`config.mk`:
```
export PLATFORM = sky130hd
export DESIGN_NAME = pc_fetch_unit
export DESIGN_NICKNAME = d
export VERILOG_FILES = /design/src/rtl/pc_fetch_unit_pkg.sv /design/src/rtl/pc_fetch_unit_pc_next_sel.sv /design/src/rtl/pc_fetch_unit.sv
export SDC_FILE = /design/constraint.sdc
export NUM_CORES = 1
export LEC_CHECK = 0
export ABC_AREA = 1
export BUFFER_PORTS_ARGS = -buffer_cell sky130_fd_sc_hd__buf_2
export CAP_MARGIN = 20
export CORE_ASPECT_RATIO = 1.75
export CORE_MARGIN = 10
export CORE_UTILIZATION = 46
export CTS_CLUSTER_SIZE = 28
export DETAILED_ROUTE_END_ITERATION = 10
export GPL_TIMING_DRIVEN = 0
export HOLD_SLACK_MARGIN = 0.03
export PLACE_DENSITY = 0.84
export SLEW_MARGIN = 20
export SYNTH_ARGS = -nofsm -noshare
export SYNTH_HDL_FRONTEND = slang
export SYNTH_SLANG_ARGS = --single-unit
export TNS_END_PERCENT = 30
```
`constraint.sdc`:
```
create_clock -name clk -period 4.5 [get_ports clk]
set_input_delay 1.35 -clock clk [delete_from_list [all_inputs] [get_ports clk]]
set_output_delay 1.35 -clock clk [all_outputs]
set_load 0.02 [all_outputs]
```
`src/rtl/pc_fetch_unit_pkg.sv`:
```
// ============================================================================
// Module  : pc_fetch_unit_pkg
// Purpose : Shared front-end pipeline constants and the IF/ID payload type.
// Rev     : 1.0  initial release
// ============================================================================
`default_nettype none

package pc_fetch_unit_pkg;

    localparam int          PKG_PC_W  = 9;
    localparam int          PKG_INS_W = 32;
    localparam logic [31:0] NOP_INSTR = 32'h0000_0013;
    localparam logic [31:0] PC_STEP   = 32'd4;

    // IF/ID payload as seen by the decode stage
    typedef struct packed {
        logic [PKG_PC_W-1:0]  pc;
        logic [PKG_INS_W-1:0] instr;
        logic                 valid;
    } if_id_t;

endpackage

`default_nettype wire

```
`src/rtl/pc_fetch_unit_pc_next_sel.sv`:
```
// ============================================================================
// Module  : pc_next_sel
// Purpose : Next-PC priority mux: redirect > stall > increment (wraps mod 2^PC_W).
//           Optional alignment of redirect targets under PC_FETCH_MISALIGN_CHK_EN.
// Rev     : 1.0  initial release
// ============================================================================
`default_nettype none

module pc_next_sel
    import pc_fetch_unit_pkg::*;
#(
    parameter int PC_W = 9
) (
    input  logic [PC_W-1:0] pc_i,
    input  logic            pcsel_i,
    input  logic            stall_i,
    input  logic [31:0]     brpc_i,
    output logic [PC_W-1:0] pc_next_o
`ifdef PC_FETCH_MISALIGN_CHK_EN
    ,
    output logic            misalign_o
`endif
);

    logic [PC_W-1:0] w_target;
    // Target bits above the PC width are dropped by design
    logic            w_brpc_hi_unused;

    assign w_brpc_hi_unused = ^brpc_i[31:PC_W];

`ifdef PC_FETCH_MISALIGN_CHK_EN
    assign misalign_o = pcsel_i & (brpc_i[1:0] != 2'b00);
    assign w_target   = {brpc_i[PC_W-1:2], 2'b00};
`else
    assign w_target   = brpc_i[PC_W-1:0];
`endif

    always_comb begin
        pc_next_o = pc_i + PC_STEP[PC_W-1:0];
        if (pcsel_i) begin
            pc_next_o = w_target;
        end else if (stall_i) begin
            pc_next_o = pc_i;
        end
    end

endmodule

`default_nettype wire

```
`src/rtl/pc_fetch_unit.sv`:
```
// ============================================================================
// Module  : pc_fetch_unit
// Purpose : PC register, imem address and IF/ID register with bubble insertion.
//           Optional misaligned-target check: define PC_FETCH_MISALIGN_CHK_EN.
// Rev     : 1.0  initial release
// ============================================================================
`default_nettype none

module pc_fetch_unit
    import pc_fetch_unit_pkg::*;
#(
    parameter int              PC_W  = 9,
    parameter int              INS_W = 32,
    parameter logic [INS_W-1:0] NOP  = NOP_INSTR[INS_W-1:0]
) (
    input  logic             clk,
    input  logic             reset,
    input  logic             Stall,
    input  logic             PcSel,
    input  logic [31:0]      BrPC,
    input  logic [INS_W-1:0] Instr_in,
    output logic [PC_W-1:0]  PC_out,
    output logic [PC_W-1:0]  IfId_PC,
    output logic [INS_W-1:0] IfId_Instr,
    output logic             IfId_Valid,
    output logic             Flush
`ifdef PC_FETCH_MISALIGN_CHK_EN
    ,
    output logic             Misalign_Err
`endif
);

    logic [PC_W-1:0]  pc_q;
    logic [PC_W-1:0]  pc_d;
    logic [PC_W-1:0]  ifid_pc_q;
    logic [INS_W-1:0] ifid_instr_q;
    logic             ifid_valid_q;
    logic             flush_q;

`ifdef PC_FETCH_MISALIGN_CHK_EN
    logic             w_misalign;
    logic             misalign_q;
`endif

    pc_next_sel #(
        .PC_W       (PC_W)
    ) u_pc_next_sel (
        .pc_i       (pc_q),
        .pcsel_i    (PcSel),
        .stall_i    (Stall),
        .brpc_i     (BrPC),
        .pc_next_o  (pc_d)
`ifdef PC_FETCH_MISALIGN_CHK_EN
        ,
        .misalign_o (w_misalign)
`endif
    );

    // Redirect outranks stall: a stalled fetch is on the wrong path once a branch resolves
    always_ff @(posedge clk or posedge reset) begin
        if (reset) begin
            pc_q         <= '0;
            ifid_pc_q    <= '0;
            ifid_instr_q <= NOP;
            ifid_valid_q <= 1'b0;
            flush_q      <= 1'b0;
        end else begin
            pc_q    <= pc_d;
            flush_q <= PcSel;
            if (PcSel) begin
                ifid_pc_q    <= pc_q;
                ifid_instr_q <= NOP;
                ifid_valid_q <= 1'b0;
            end else if (!Stall) begin
                ifid_pc_q    <= pc_q;
                ifid_instr_q <= Instr_in;
                ifid_valid_q <= 1'b1;
            end
        end
    end

`ifdef PC_FETCH_MISALIGN_CHK_EN
    always_ff @(posedge clk or posedge reset) begin
        if (reset) begin
            misalign_q <= 1'b0;
        end else if (w_misalign) begin
            misalign_q <= 1'b1;
        end
    end

    assign Misalign_Err = misalign_q;
`endif

    assign PC_out     = pc_q;
    assign IfId_PC    = ifid_pc_q;
    assign IfId_Instr = ifid_instr_q;
    assign IfId_Valid = ifid_valid_q;
    assign Flush      = flush_q;

endmodule

`default_nettype wire

```
==> metrics.cfg, run 1 <==
[synth]
avgSynthCellArea_sq_um = 11.2
ys_types = 22
synth_seq_cells = 52
syn_nets = 251
syn_area_sq_um = 2040
synthArstFlopShare = 1.00
synth_edf_count = 0
ys_seq_area_frac = 0.641
synth_top_flop_cell = dfrtp_1
yosys_warnings = 0
syn_inst = 182

[cts]
post_cts_buffers = 0
cts_num_sinks = 52
clk_pin_slew_ns = 0.09
clk_latency_ns = 0.29
cts_max_level = 2
cts_root_buf = clkbuf_8
post_cts_resized = 0
holdBufCountCts = 0
cts.path.max_buffers = 2
cts_buffers = 5
cts_tree = done

[setup_path]
crit_fanout = 2
cp.required_ns = 3.15
regToRegSetupSlack_ns = 3.18
cp-end-kind = output pin
critPathBufInv = 1
slowest_delay_ns = 0.54
worstSetupStartpointType = flip-flop
crit_type = flip-flop to output pin
reg2reg_to = PC_out[6]
reg2regPathDepth = 7
crit_arrival_ns = 0.98
critPathTopFamily = flip-flops
crit_path_top_delay_cell = dfstp_2
startpoint = IfId_Instr[4]
timing.rr.start = PC_out[2]
path_cells = buf_2

[worst_hold_path]
min_path_cells = 2
min-delay-start = IfId_PC[0]
hp-class = flip-flop to flip-flop
whs_endpoint = IfId_PC[0]

[run]
cap_violations = 0

[routing]
vias_per_cell = 5.02
wl_um = 5420
drcViolationCount = 0
wl_per_cell_um = 16.0
dr.pass1.iters = 4
vias = 1698
drt_iter0_markers = 99
postRouteAntennaNets = 0

[power]
p_per_area_nw_per_um2 = 378
seqPwrFrac = 0.523
pwr-share-comb = 0.205
p_int_uw = 726
vdd_drop_max_mv = 0.340
power.leakage_nw = 1.50
switching_share = 0.289
clkPwrFrac = 0.272
p_sw_uw = 295

[timing]
maxSlewHeadroom = 0.735
hold_viol = 0
min_period_ns = 2.33
rsz0062_at_grt = false
slew_violations = 0
worst_hold_slack_ns = 0.470
max_clock_freq_ghz = 0.428
fin_skew_ns = 0.00567
min_period_over_period = 0.519
tightest_slew_ns = 0.397
tns_ns = 0
setup_viol = 0

[finish]
area_delta_synth_final_pct = 32.6
diodes = 0
layout-drive-gt1-share = 0.429
most-common-layout-cells = 100 x buf_2, 49 x dfrtp_1, 37 x nand2_1, 29 x a22o_1
final_common_cell = buf_2
post-route-util = 0.619
layout.nets = 355

[placement]
place.gp.congestion = 0.783
hpwlAfterDp_um = 4370
port_buffers = 96

[run_status]
outcome = completed

[floorplan]
start_util = 0.467
core-area_sq_um = 4360
die_y_um = 108
pin_count = 120
fp.dieW_um = 70.3
dieArea_sq_um = 7590
rows = 32

[global_routing]
first_global_vias = 1821
gr-total-overflow = 0
grt_max_degree = 36
grt_pass1_wl_um = 8870
antenna_found_initial = 0
track_usage = 0.139

==> power by group through the flow <==
stage | Clock, mW | Sequential [mW] | Combinational, mW
final | 0.278 | 0.534 | 0.209
after global routing | 0.307 | 0.541 | 0.232
after CTS | 0.288 | 0.534 | 0.215
after detailed placement | 0 | 0.543 | 0.214
after global placement | 0 | 0.541 | 0.208
after floorplan | 0 | 0.592 | 0.0752
==> how the worst max path moves through the flow <==
stage | end | cells after the start
after floorplan | Flush | 1
after global placement | IfId_Instr[31] | 2
after detailed placement | IfId_PC[6] | 7
after CTS | IfId_Instr[1] | 1
after global routing | IfId_Instr[4] | 1
final | IfId_Instr[4] | 1
==> registers in the layout, indices dropped and copies added (netlist names) <==
signal	count
PC_out	9
Flush	1
IfId_PC	9
IfId_Instr	32
IfId_Valid	1
==> synth_stat cells, types with 3 or more instances <==
library cell / count / area share
a21oi_1: 4 / 0.0098
a22o_1: 29 / 0.12
buf_2: 4 / 0.0098
buf_4: 6 / 0.022
dfrtp_1: 49 / 0.60
dfstp_2: 3 / 0.039
inv_1: 10 / 0.018
inv_2: 3 / 0.0055
nand2_1: 37 / 0.068
nand3_1: 5 / 0.012
nor2_1: 9 / 0.017
o21ai_0: 4 / 0.0098
o21ai_1: 8 / 0.020
o22a_1: 3 / 0.013
==> per-layer routing <==
layer | global-route usage | share of wire
met5 | 0 | 0
met2 | 0.262 | 0.55
met3 | 0.0339 | 0.056
met1 | 0.145 | 0.38
met4 | 0.0425 | 0.011
==> area by class of cell <==
cell class | count | area (sq um)
fillers | 409 | 1660
plain buffers | 10 | 65.1
multi-input cells | 107 | 618
clock buffers | 8 | 100
flip-flops and latches | 52 | 1310
well taps | 51 | 63.8
repair buffers | 97 | 500
inverters | 13 | 48.8
==> cell families after synthesis <==
group,after synthesis,synth area share
buffers and inverters,23,0.0559
AOI/OAI and AO/OA,50,0.184
muxes,1,0.00491
and+or+nand+nor,55,0.109
adders and majority gates,1,0.00614
DFF,52,0.641
==> through the flow <==
stage | instances | area (sq um) | total power, mW | setup slack, ns
detailed placement | 330 | 2600 | 0.757 | 2.17
global placement | 329 | 2580 | 0.749 | 1.32
floorplan | 182 | 2040 | 0.667 | 1.90
global route | 338 | 2700 | 1.08 | 2.13
finish | 338 | 2700 | 1.02 | 2.17
CTS | 338 | 2700 | 1.04 | 2.15
Note: power is estimated with default switching activity, not from simulation.
==> inputs of run 2 (changes only) <==
- ABC_AREA: 1 -> 0
- CORE_UTILIZATION: 46 -> 44
- PLACE_DENSITY: 0.84 -> 0.79
- clock period: 4.5 -> 2.4 ns (I/O delays scaled with it)
==> metrics.cfg, run 2 <==
[finish]
ff_latch_area_sq_um = 1310  ; unchanged
most-common-layout-cells = 101 x buf_2, 49 x dfrtp_1, 31 x nor2_1, 30 x mux2i_1, 9 x nand2_1
layout.nets = 350  ; -1.4%
largest_reg_flops = 32  ; unchanged
fill_cells = 449  ; +9.8%
area_delta_synth_final_pct = 30.2
layout-drive-gt1-share = 0.454  ; +0.0253
stdcell_count = 336  ; -0.59%
final_common_cell = buf_2
multiInputGateArea_sq_um = 801  ; +30%
diodes = 0  ; unchanged

[timing]
slew_violations = 0  ; unchanged
min_period_ns = 1.72
maxSlewHeadroom = 0.626  ; -0.109
rsz0062_at_grt = false
setup_viol = 0  ; unchanged
tightest_slew_ns = 0.560  ; +0.163 ns
tns_ns = 0  ; unchanged
worst_hold_slack_ns = 0.464  ; -0.00568 ns
fin_skew_ns = 0.00523  ; -0.000441 ns
min_period_over_period = 0.717
max_clock_freq_ghz = 0.581
hold_viol = 0  ; unchanged

[cts]
cts_tree = done
cts_num_sinks = 52  ; unchanged
cts_root_buf = clkbuf_8
cts_buffers = 5  ; unchanged
clk_latency_ns = 0.29  ; about the same
cts.path.max_buffers = 2  ; unchanged
cts_max_level = 2  ; unchanged
clk_pin_slew_ns = 0.09  ; about the same
holdBufCountCts = 0  ; unchanged
post_cts_resized = 0  ; unchanged
post_cts_buffers = 0  ; unchanged

[setup_path]
cp-end-kind = output pin
path_cells = buf_2
slowest_delay_ns = 0.49  ; -0.05 ns
regToRegSetupSlack_ns = 1.03  ; -2.15 ns
reg2reg_to = PC_out[8]
timing.rr.start = PC_out[2]
crit_path_top_delay_cell = dfrtp_1
crit_type = flip-flop to output pin
critPathBufInv = 1  ; unchanged
critPathTopFamily = flip-flops
crit_arrival_ns = 1.00  ; +0.02 ns
worstSetupStartpointType = flip-flop
reg2regPathDepth = 4  ; -3
cp.required_ns = 1.68  ; -1.47 ns
crit_fanout = 6  ; +4

[synth]
ys_top_cells_by_count = 49 x dfrtp_1, 31 x nor2_1, 30 x mux2i_1, 9 x nand2_1
yosys-top-cells-area = dfrtp_1 55%, mux2i_1 13%, nor2_1 5.2%
yosys_warnings = 0  ; unchanged
synth_seq_cells = 52  ; unchanged
syn_inst = 177  ; -2.7%
yosysMostFrequentCell = dfrtp_1
synthArstFlopShare = 1.00  ; unchanged
avgSynthCellArea_sq_um = 12.6  ; +13%
synth_top_flop_cell = dfrtp_1
syn_area_sq_um = 2240  ; +9.8%
syn_nets = 246  ; -2.0%
synth_edf_count = 0  ; unchanged
synth_top_area_frac = 0.548  ; -0.0536
ys_types = 29  ; +32%
synth_area_leader_cell = dfrtp_1
ys_seq_area_frac = 0.584  ; -0.0570

[global_routing]
grt_pass1_wl_um = 9160  ; +3.3%
gr-total-overflow = 0  ; unchanged
first_global_vias = 1851  ; +1.6%
antenna_found_initial = 0  ; unchanged
grt_max_degree = 28  ; -22%
track_usage = 0.135  ; -0.00363

[power]
vdd_drop_max_mv = 0.450  ; +32%
p_per_area_nw_per_um2 = 680  ; +80%
power.leakage_nw = 1.60  ; +6.6%
pwr-share-comb = 0.203  ; -0.002
p_sw_uw = 550  ; +86%
seqPwrFrac = 0.505  ; -0.018
switching_share = 0.278  ; -0.0112
clkPwrFrac = 0.292  ; +0.020
p_int_mw = 1.43  ; +97%
p_total_mw = 1.98  ; +94%

[routing]
vias = 1660  ; -2.2%
wl_um = 5600  ; +3.4%
postRouteAntennaNets = 0  ; unchanged
drt_iter0_markers = 80  ; -19%
dr.pass1.iters = 4  ; unchanged
drcViolationCount = 0  ; unchanged
wl_per_cell_um = 16.7  ; +4.0%
vias_per_cell = 4.94  ; -1.7%

[run_status]
outcome = completed

[run]
cap_violations = 0  ; unchanged

[floorplan]
core-area_sq_um = 4930  ; +13%
rows = 34  ; +6.3%
dieArea_sq_um = 8450  ; +11%
pin_count = 120  ; unchanged
die_y_um = 114  ; +5.8%
fp.dieW_um = 73.9  ; +5.1%
start_util = 0.453  ; -0.0136

[placement]
dpl.cell_count = 328  ; -0.61%
hpwlAfterDp_um = 4530  ; +3.6%
port_buffers = 96  ; unchanged
place.gp.congestion = 0.754  ; -3.7%

[worst_hold_path]
hp-class = primary input to async pin

[run 2: cell count changes in the layout (fill, tap and decap cells not counted), sizes merged, moves of 9 or more]
cell / previous run / this run
a22o: 29 / 0
mux2i: 1 / 30
nand2: 38 / 9
nor2: 10 / 31
inv: 13 / 4
mux2: 0 / 9
[run 2: per-layer routing]
| metal | global-route usage | vias to the layer above | share of wire | routed length, um |
|---|---|---|---|---|
| li1 | - | 801 | - | - |
| met1 | 0.143 | 803 | 0.36 | 2030 |
| met2 | 0.244 | 54 | 0.56 | 3150 |
| met3 | 0.0347 | 2 | 0.066 | 367 |
| met4 | 0.0474 | 0 | 0.0096 | 54 |
| met5 | 0 | - | 0 | 0 |
[run 2: power by group through the flow]
stage / sequential, mW / combinational, mW / clock, mW
CTS: 1.00 / 0.412 / 0.600
floorplan: 1.10 / 0.165 / 0
detailed placement: 1.02 / 0.411 / 0
global route: 1.01 / 0.440 / 0.628
global placement: 1.01 / 0.397 / 0
finish: 1.00 / 0.402 / 0.578
[run 2: area by class of cell]
class,instances,share of cell area
plain buffers,11,0.0395
clock buffers,6,0.0249
clock inverters,2,0.0120
inverters,4,0.00516
multi-input cells,110,0.275
flip-flops and latches,52,0.448
well taps,54,0.0232
repair buffers,97,0.172
[run 2: worst max-delay path by stage]
| stage | from | end | slack [ns] | cells after the start |
|---|---|---|---|---|
| final | PC_out[4] | PC_out[4] | 0.68 | 1 |
| after detailed placement | PcSel | IfId_Instr[8] | 0.65 | 5 |
| after global routing | PC_out[4] | PC_out[4] | 0.65 | 1 |
| after floorplan | reset | Flush | 0.43 | 1 |
| after CTS | IfId_Instr[4] | IfId_Instr[4] | 0.67 | 1 |
| after global placement | reset | IfId_Instr[20] | -0.19 | 2 |
[run 2: stage by stage]
stage	instance area (sq um)	worst slack, ns	util
3_3_place_gp	2780	-0.190	0.564
2_1_floorplan	2240	0.427	-
4_1_cts	2910	0.673	0.590
6_report	2910	0.679	0.590
3_5_place_dp	2800	0.654	0.568
5_1_grt	2910	0.647	0.590
[run 2: logic make-up after synthesis]
kind of cell,count (synthesis),share of synthesized area
AND/OR/NAND/NOR,53,0.108
XOR/XNOR,4,0.0157
flip-flops,52,0.584
adder cells (fa/ha/maj),1,0.00560
buffers and inverters,15,0.0582
AO/OA/AOI/OAI,13,0.0392
multiplexers,39,0.190
